**src/rtl/comb_if.sv**
```systemverilog
// Sample stream between a decimator and the comb section: strobed input
// sample in, registered output sample with a one-cycle valid pulse out.
interface comb_if #(
  parameter int n = 16,
  parameter int m = 17
);
  logic                ce;
  logic signed [n-1:0] in;
  logic signed [m-1:0] out;
  logic                ovalid;

  modport master (output ce, output in, input out, input ovalid);
  modport slave  (input ce, input in, output out, output ovalid);
endinterface

```
**src/rtl/comb.sv**
```systemverilog
// CIC comb section: s cascaded stages of y[k] = x[k] - x[k-d], modulo 2^m.
// Each stage registers its difference and its valid flag.
module comb #(
  parameter int n = 16,
  parameter int m = 17,
  parameter int d = 1,
  parameter int s = 1
) (
  input logic  clk,
  input logic  clr,
  comb_if.slave bus
);

  // x[k]/v[k] is the sample stream entering stage k; x[s]/v[s] is the output
  logic [s:0][m-1:0] x;
  logic [s:0]        v;

  assign x[0] = m'(signed'(bus.in[n-1:0]));
  assign v[0] = bus.ce;

  genvar gi;
  generate
    for (gi = 0; gi < s; gi++) begin : g_stage
      logic [m-1:0] dly_reg [d];
      logic [m-1:0] res_reg;
      logic         vld_reg;

      // delay line only advances on valid samples, so idle gaps are transparent
      always_ff @(posedge clk or posedge clr) begin
        if (clr) begin
          res_reg <= '0;
          vld_reg <= 1'b0;
          for (int i = 0; i < d; i++) dly_reg[i] <= '0;
        end else begin
          vld_reg <= v[gi];
          if (v[gi]) begin
            res_reg    <= x[gi] - dly_reg[d-1];
            dly_reg[0] <= x[gi];
            for (int i = 1; i < d; i++) dly_reg[i] <= dly_reg[i-1];
          end
        end
      end

      assign x[gi+1] = res_reg;
      assign v[gi+1] = vld_reg;
    end
  endgenerate

  assign bus.out    = x[s];
  assign bus.ovalid = v[s];

endmodule

```
**src/flat_wrapper.sv**
```systemverilog
// flat-port wrapper written by rule: the top's interface ports become plain ports
module comb_flat 
#(
  parameter int n = 16,
  parameter int m = 17,
  parameter int d = 1,
  parameter int s = 1
)
  (clk, clr, bus_ce, bus_in, bus_out, bus_ovalid);
  comb_if #(.n(n), .m(m)) bus_i ();
  input logic clk;
  input logic clr;
  input wire logic [$bits(bus_i.ce)-1:0] bus_ce;
  input wire logic [$bits(bus_i.in)-1:0] bus_in;
  output wire logic [$bits(bus_i.out)-1:0] bus_out;
  output wire logic [$bits(bus_i.ovalid)-1:0] bus_ovalid;
  assign bus_i.ce = bus_ce;
  assign bus_i.in = bus_in;
  assign bus_out = bus_i.out;
  assign bus_ovalid = bus_i.ovalid;
  comb #(.n(n), .m(m), .d(d), .s(s)) u_core (.clk(clk), .clr(clr), .bus(bus_i));
endmodule
```
**config.mk**
```make
export PLATFORM = sky130hd
export DESIGN_NAME = comb_flat
export DESIGN_NICKNAME = d
export VERILOG_FILES = /design/src/rtl/comb_if.sv /design/src/rtl/comb.sv /design/src/flat_wrapper.sv
export SDC_FILE = /design/constraint.sdc
export NUM_CORES = 1
export LEC_CHECK = 0
export CAP_MARGIN = 10
export CORE_MARGIN = 8
export CORE_UTILIZATION = 41
export CTS_BUF_LIST = sky130_fd_sc_hd__clkbuf_4
export CTS_CLUSTER_SIZE = 10
export DETAILED_ROUTE_END_ITERATION = 16
export PLACE_DENSITY = 0.72
export SETUP_SLACK_MARGIN = 0.02
export SLEW_MARGIN = 40
export SYNTH_ARGS = -nofsm -noshare
export SYNTH_HDL_FRONTEND = slang
export SYNTH_SLANG_ARGS = --single-unit
```
**constraint.sdc**
```tcl
create_clock -name clk -period 2.5 [get_ports clk]
set_input_delay 0.75 -clock clk [delete_from_list [all_inputs] [get_ports clk]]
set_output_delay 0.75 -clock clk [all_outputs]
set_load 0.01 [all_outputs]
```
## Word-level counts from Yosys, hierarchy flattened

Cells that the tools add are included.

- Input port bits: 19
- Bits in registers: 34
- Output and inout bits: 18
- Word-level logic and storage cells: 4

- $add $sub $neg: 1

Operator list:

| kind | count |
|---|---|
| $sub 16x16->17 | 1 |

## Longest topological paths before layout

Gate-level depths: netlist (run 1).

- Word-level depth: 1
- Mapped depth: 8
- Gate-level depth less buffers: 8

## Worst setup path after synthesis (run 1)

OpenSTA, ideal clock, no wires.

- Path type: input to register
- From: input bus_in[0]
- To: register u_core.g_stage[0].res_reg[14], in the netlist u_core.bus.out[14]
- Path buffers: 0
- Stages: 8
- Arrival time: 2309 ps
- Setup slack: 65 ps
- Data required time: 2374 ps
- Cell sequence: inv_1 ha_1 fa_1 nand2b_1 a21oi_2 o21ai_1 o2111a_1 a221o_1

- Word-level cells in the longest chain between the ends: 1

RTL lines:

| item | line | text |
|---|---|---|
| from (decl) | flat_wrapper.sv:14 | `input wire logic [$bits(bus_i.in)-1:0] bus_in;` |
| $sub 16x16->17 | comb.sv:37 | `res_reg <= x[gi] - dly_reg[d-1];` |
| to (signal assigned) | comb.sv:37 |  |
| to (decl) | comb.sv:25 | `logic [m-1:0] res_reg;` |

No other way between the ends.
A chain may end at the register's enable or synchronous reset.

## Final worst setup path (run 1)

- From: input bus_in[5]
- To: register u_core.g_stage[0].res_reg[13], in the netlist u_core.bus.out[13]

The elaborated chain is that of the path after synthesis.

==> impl_metrics.toml, run 1 <==
[run_status]
status = "complete, no violations"

[power_and_ir_drop]
switchingPower_uw = 592
leakagePower_uw = 0.00138
clkPwrFrac_pct = 17.2
swShare_pct = 33.3
combPwrFrac_pct = 44.0
power_density_nw_per_um2 = 587
pwr-share-seq_pct = 38.8
p_total_uw = 1770
internal_power_uw = 1180
irDropWorstVdd_mv = 0.387

[sta]
worst_hold_slack_ns = 0.504
slew_violations = 0
fin_crit_ns = 2.45
finClkSkew_ns = 0.0152
fin_crit_sh_pct = 98.0
finalSetupViolCount = 0
max_freq_mhz = 408
hold_viol_final = 0
timing.slew.headroom_pct = 70.7
tightest_slew_ns = 0.439

[setup_path]
crit_path_top_delay_cell = "clkdlybuf4s50_1"
cp_data_arrival_time_ns = 2.72
critical_path_class = "input pin to flop"
start_kind = "input pin"
cp_cell_sequence = "clkdlybuf4s50_1 > ha_2 > nand2_1 > buf_4 > nor4_2 > o31ai_1 > a2111o_1 > nand3_1"
crit_required_ns = 2.77
end_kind = "flop"
path_max_fanout = 6
critPathMaxStageDelay_ns = 0.43

[synthesis]
syn_area_um2 = 2130
yosys_most_used_dff = "dfrtp_1"
synth_compound_area_share_pct = 22.7
synth_nets = 274
synth_edf_count = 0
synth_area_leader_cell = "dfrtp_1"
synth.top_cell.area_share_pct = 39.9
synthAdderAreaFrac_pct = 10.3
synthSimpleGateAreaFrac_pct = 15.1
synth-warning-count = 0
synth_top_family_by_area = "compound AO/OA/AOI/OAI gates"
syn_inst = 238
synth_xor_area_share_pct = 2.06
synth_area_per_cell_um2 = 8.95
ys_top_cells_by_area = "dfrtp_1, ha_1, nand2_1"
async_flop_share_pct = 100
yosysSeqAreaShare_pct = 39.9
synthMuxAreaShare_pct = 4.11
yosys_register_bits = 34
post_synth_num_cell_types = 41

[global_route]
grt_usage_pct = 14.5
grt_max_degree = 35
antenna_found_initial = 0
grt_overflow_total = 0
first_global_vias = 1929
grt_first_pass_wirelength_mm = 8.83

[floorplan]
start_util_pct = 42.0
die-width_um = 88.1
die_area_um2 = 7760
ioPinCount = 37
dieHeight_um = 88.1
coreArea_um2 = 5070
rows = 26

[cells_and_area]
fin_util_pct = 59.5
largest_reg_flops = 17
fin_nets = 351
nFillCells = 463
diodes = 0
layout.cells.non_filler = 386
syn2layout_area_growth_pct = 41.7
drive_gt1_share_pct = 24.1
final_area_um2 = 3020

[placement]
placedCellCount = 375
gp_congestion = 0.876
portBuffers = 36
hpwl_mm = 3.91
postPlaceCellArea_um2 = 2840

[route]
wire_per_inst_um = 13.6
drc = 0
drt_wl_total_mm = 5.24
dr.pass1.iters = 4
wl_met2_mm = 2.50
wl_met1_mm = 2.43
drt_iter0_drc = 120
ant_nets = 0
vias = 1997
dr_wl_met3_um = 237
dr.max_layer_used = "met4"
vias_per_cell = 5.17

[clocking]
cts.sinks = 34
cts_made_buffers = 5
clk_pin_slew_ns = 0.10
htreeDepth = 2
clockBufferDepth = 2
ctsHoldBuffers = 0
cts-root-buf = "clkbuf_4"
clkLatencyLatePin_ns = 0.34
cts_tree = "done"

[worst_hold_path]
hold_class = "flop to flop"

[job]
drv_cap = 0
## repair_timing
action | in CTS | in global routing
cloned | 0 | 0
pin swaps | 5 | 3
setup endpoints to repair | 7 | 5
buffers inserted | 2 | 1
gates resized for setup | 8 | 11
## cells in the mapped netlist, drive strengths merged, types with 4 or more instances
master and number:
dfrtp 34, nand2 31, o21ai 25, inv 22, a21oi 16, ha 16, nor2 12, clkbuf 8
nand2b 7, mux2 6, nand3 5, nor3 5, xnor2 5, nand4 4, o211ai 4, o31ai 4
## logic make-up (layout without fill, tap and decap cells)
group,after synthesis,after routing
adders and majority gates,17,17
buffers and inverters,32,110
AOI/OAI and AO/OA,72,72
DFF,34,34
muxes,8,8
xor gates and xnor gates,5,5
and+or+nand+nor,70,70
## through the flow
| stage | TNS (ns) | worst slack, ns |
|---|---|---|
| 6_report | 0 | 0.0508 |
| 3_5_place_dp | -4.97 | -0.598 |
| 4_1_cts | 0 | 0.0314 |
| 3_3_place_gp | -4.47 | -0.539 |
| 2_1_floorplan | 0 | 0.0645 |
| 5_1_grt | -0.0251 | -0.0251 |
## power groups by stage
| stage | clock network, µW | logic (µW) | registers, µW |
|---|---|---|---|
| after floorplan | 0 | 347 | 727 |
| after global placement | 0 | 725 | 701 |
| after detailed placement | 0 | 738 | 702 |
| after CTS | 313 | 763 | 692 |
| after global routing | 351 | 858 | 700 |
| final | 305 | 781 | 689 |
## critical path, delay by kind of cell
kind	cells	cell delay, ns
AND/OR/NAND/NOR	3	0.45
buffers and inverters	2	0.58
AO/OA/AOI/OAI	2	0.54
adder cells (fa/ha/maj)	1	0.39
## cells in the final DEF, fill, tap and decap left out, drive strengths merged, types with 3 or more instances in the layout
master,Yosys,layout
a221o,3,3
o21a,3,3
o21ai,25,25
a21oi,16,16
buf,2,45
nand2,31,31
clkdlybuf4s50,0,30
nor2,12,12
a31oi,3,3
o31ai,4,4
nand4,4,4
o211ai,4,4
clkbuf,8,6
ha,16,16
dlymetal6s2s,0,4
inv,22,22
nor3,5,5
nand3,5,5
mux2,6,6
dfrtp,34,34
xnor2,5,5
nand2b,7,7
## worst paths after layout
kind | from | end | slack, ns | cells past startpoint
max in group asynchronous | clr | u_core.bus.out[8] | 1.38 | 3
worst min register to register | u_core.bus.out[12] | u_core.bus.out[12] | 0.50 | 2
worst max-delay path | bus_in[5] | u_core.bus.out[13] | 0.05 | 8
worst max register to register | u_core.g_stage[0].dly_reg[0] | u_core.bus.out[14] | 0.46 | 7
worst min-delay path | u_core.bus.out[12] | u_core.bus.out[12] | 0.50 | 2
min in group asynchronous | clr | u_core.g_stage[0].dly_reg[2] | 0.79 | 3
## per-layer routing
metal  vias up  GRT usage, %
met5         -             0
met3         6          3.94
met1       948          18.2
met4         0          4.45
met2        43          23.6
li1       1000             -
## area by class of cell
type	instances	area [µm²]	area share, %
multi-input combinational	172	1250	41.4
sequential	34	851	28.2
timing repair buffer	80	694	23.0
tap	70	87.6	2.90
inverter	22	82.6	2.73
clock buffer	6	45.0	1.49
clock inverter	2	8.76	0.290
Power figures use the tool's default switching activity.
==> run 2: changes to the inputs <==
CORE_MARGIN = unset   (was 8)
HOLD_SLACK_MARGIN = 0.03   (was unset)
==> impl_metrics.toml, run 2 (same netlist as run 1, synthesis figures left out) <==
[run_status]
status = "complete, no violations"

[worst_hold_path]
hold_depth = 2
hold_path_startpoint = "u_core.bus.out[9]"
worstHoldEndpoint = "u_core.bus.out[9]"
hold_class = "flop to flop"

[sta]
finalSetupViolCount = 0
fin_crit_ns = 2.42
finClkSkew_ns = 0.00669
tightest_slew_ns = 0.501
timing.slew.headroom_pct = 66.6
hold_viol_final = 0
rsz0062_at_grt = "no"
max_freq_mhz = 413
fin_crit_sh_pct = 96.8
setup_ws_ns = 0.0793
slew_violations = 0

[cells_and_area]
largest_reg_flops = 17
multi_input_area_um2 = 1270
fin_nets = 347
syn2layout_area_growth_pct = 40.6
final_cell_mix = "buf_4, dfrtp_1, clkdlybuf4s50_1, nand2_1, o21ai_0"
ff_latch_area_um2 = 851
diodes = 0
drive_gt1_share_pct = 23.5
layout.cells.non_filler = 377
nFillCells = 431
layout_commonest_cell = "buf_4"

[power_and_ir_drop]
power_density_nw_per_um2 = 583
leakagePower_uw = 0.00135
internal_power_uw = 1170
swShare_pct = 33.2
clkPwrFrac_pct = 15.8
switchingPower_uw = 581
pwr-share-seq_pct = 39.4
irDropWorstVdd_mv = 0.267
combPwrFrac_pct = 44.8

[placement]
placedCellCount = 369
gp_congestion = 0.882
place_ws_ns = -0.543
portBuffers = 36
hpwl_mm = 3.58

[clocking]
cts_tree = "done"
htreeDepth = 2
cts_made_buffers = 5
clockBufferDepth = 2
cts.sinks = 34
cts-root-buf = "clkbuf_4"
clk_pin_slew_ns = 0.10
clkLatencyLatePin_ns = 0.34
ctsHoldBuffers = 0

[global_route]
grt_usage_pct = 19.7
grt_max_degree = 54
antenna_found_initial = 0
first_global_vias = 1835
grt_first_pass_wirelength_mm = 8.33
grt_overflow_total = 0

[setup_path]
end_kind = "flop"
r2r_end = "u_core.bus.out[11]"
r2r_cells = 7
ff2ff_setup_slack_ns = 0.48
critical_path_class = "input pin to flop"
crit_required_ns = 2.73
rr_startpoint = "u_core.g_stage[0].dly_reg[8]"
start_kind = "input pin"
cp_data_arrival_time_ns = 2.65
path_max_fanout = 3

[floorplan]
die-width_um = 74.1
rows = 25
start_util_pct = 43.9
dieHeight_um = 74.1
ioPinCount = 37
die_area_um2 = 5490
coreArea_um2 = 4850

[route]
vias = 1948
dr.pass1.iters = 5
vias_per_cell = 5.17
ant_nets = 0
drt_iter0_drc = 150
wire_per_inst_um = 12.9
drc = 0
drt_wl_total_mm = 4.87

[job]
drv_cap = 0
## run 2: cell count changes in the layout (fill, tap and decap cells not counted), sizes merged
cell / before / now
buf: 45 / 41
clkbuf: 6 / 5
clkdlybuf4s50: 30 / 31
clkinv: 2 / 1
dlygate4sd2: 1 / 0
## run 2: cell type report
type | count | area share (%)
multi-input combinational | 172 | 42.3
sequential | 34 | 28.4
timing repair buffer | 76 | 22.3
tap | 67 | 2.80
inverter | 22 | 2.76
clock buffer | 5 | 1.25
clock inverter | 1 | 0.125
## run 2: stage by stage
stage	area, µm²	hold WS [ns]	util [%]	setup TNS [ns]	power [µW]
final	3000	0.494	61.8	0	1750
after global routing	3000	0.539	61.8	0	1870
after CTS	2910	0.499	59.9	-0.00949	1730
after detailed placement	2820	0.474	58.1	-4.42	1430
after global placement	2820	0.471	58.1	-4.09	1420
after floorplan	2130	0.485	-	0	1070
## run 2: per-layer routing
layer	wire length [µm]	track usage, %	vias up
met4	15	6.62	0
met5	0	0	-
met2	2310	32.0	41
met3	207	2.85	2
li1	-	-	992
met1	2340	27.0	913
## run 2: critical path, stage by stage
cell             delay (ns)
clkdlybuf4s50_1        0.48
inv_1                  0.06
fa_2                   0.38
nand2b_4               0.16
a21oi_4                0.22
o21ai_4                0.10
o2111a_1               0.25
a221o_1                0.25
## run 2: how the worst max path moves through the flow
stage	from	slack, ns	end
global placement	bus_in[0]	-0.51	u_core.bus.out[14]
floorplan	bus_in[0]	0.06	u_core.bus.out[14]
CTS	bus_in[0]	-0.007	u_core.bus.out[14]
global route	bus_in[1]	0.01	u_core.bus.out[14]
finish	bus_in[1]	0.08	u_core.bus.out[14]
detailed placement	bus_in[0]	-0.54	u_core.bus.out[14]
## run 2: power groups by stage
| stage | Sequential (µW) | Clock, µW | Combinational, µW |
|---|---|---|---|
| 2_1_floorplan | 727 | 0 | 347 |
| 3_3_place_gp | 699 | 0 | 716 |
| 3_5_place_dp | 702 | 0 | 727 |
| 4_1_cts | 691 | 287 | 752 |
| 5_1_grt | 702 | 305 | 862 |
| 6_report | 689 | 276 | 782 |
## run 2: what timing repair did
action	4_1_cts	5_1_grt
pin swaps	3	10
buffers inserted	1	1
gates resized for setup	7	17
endpoints found under the setup margin	7	10
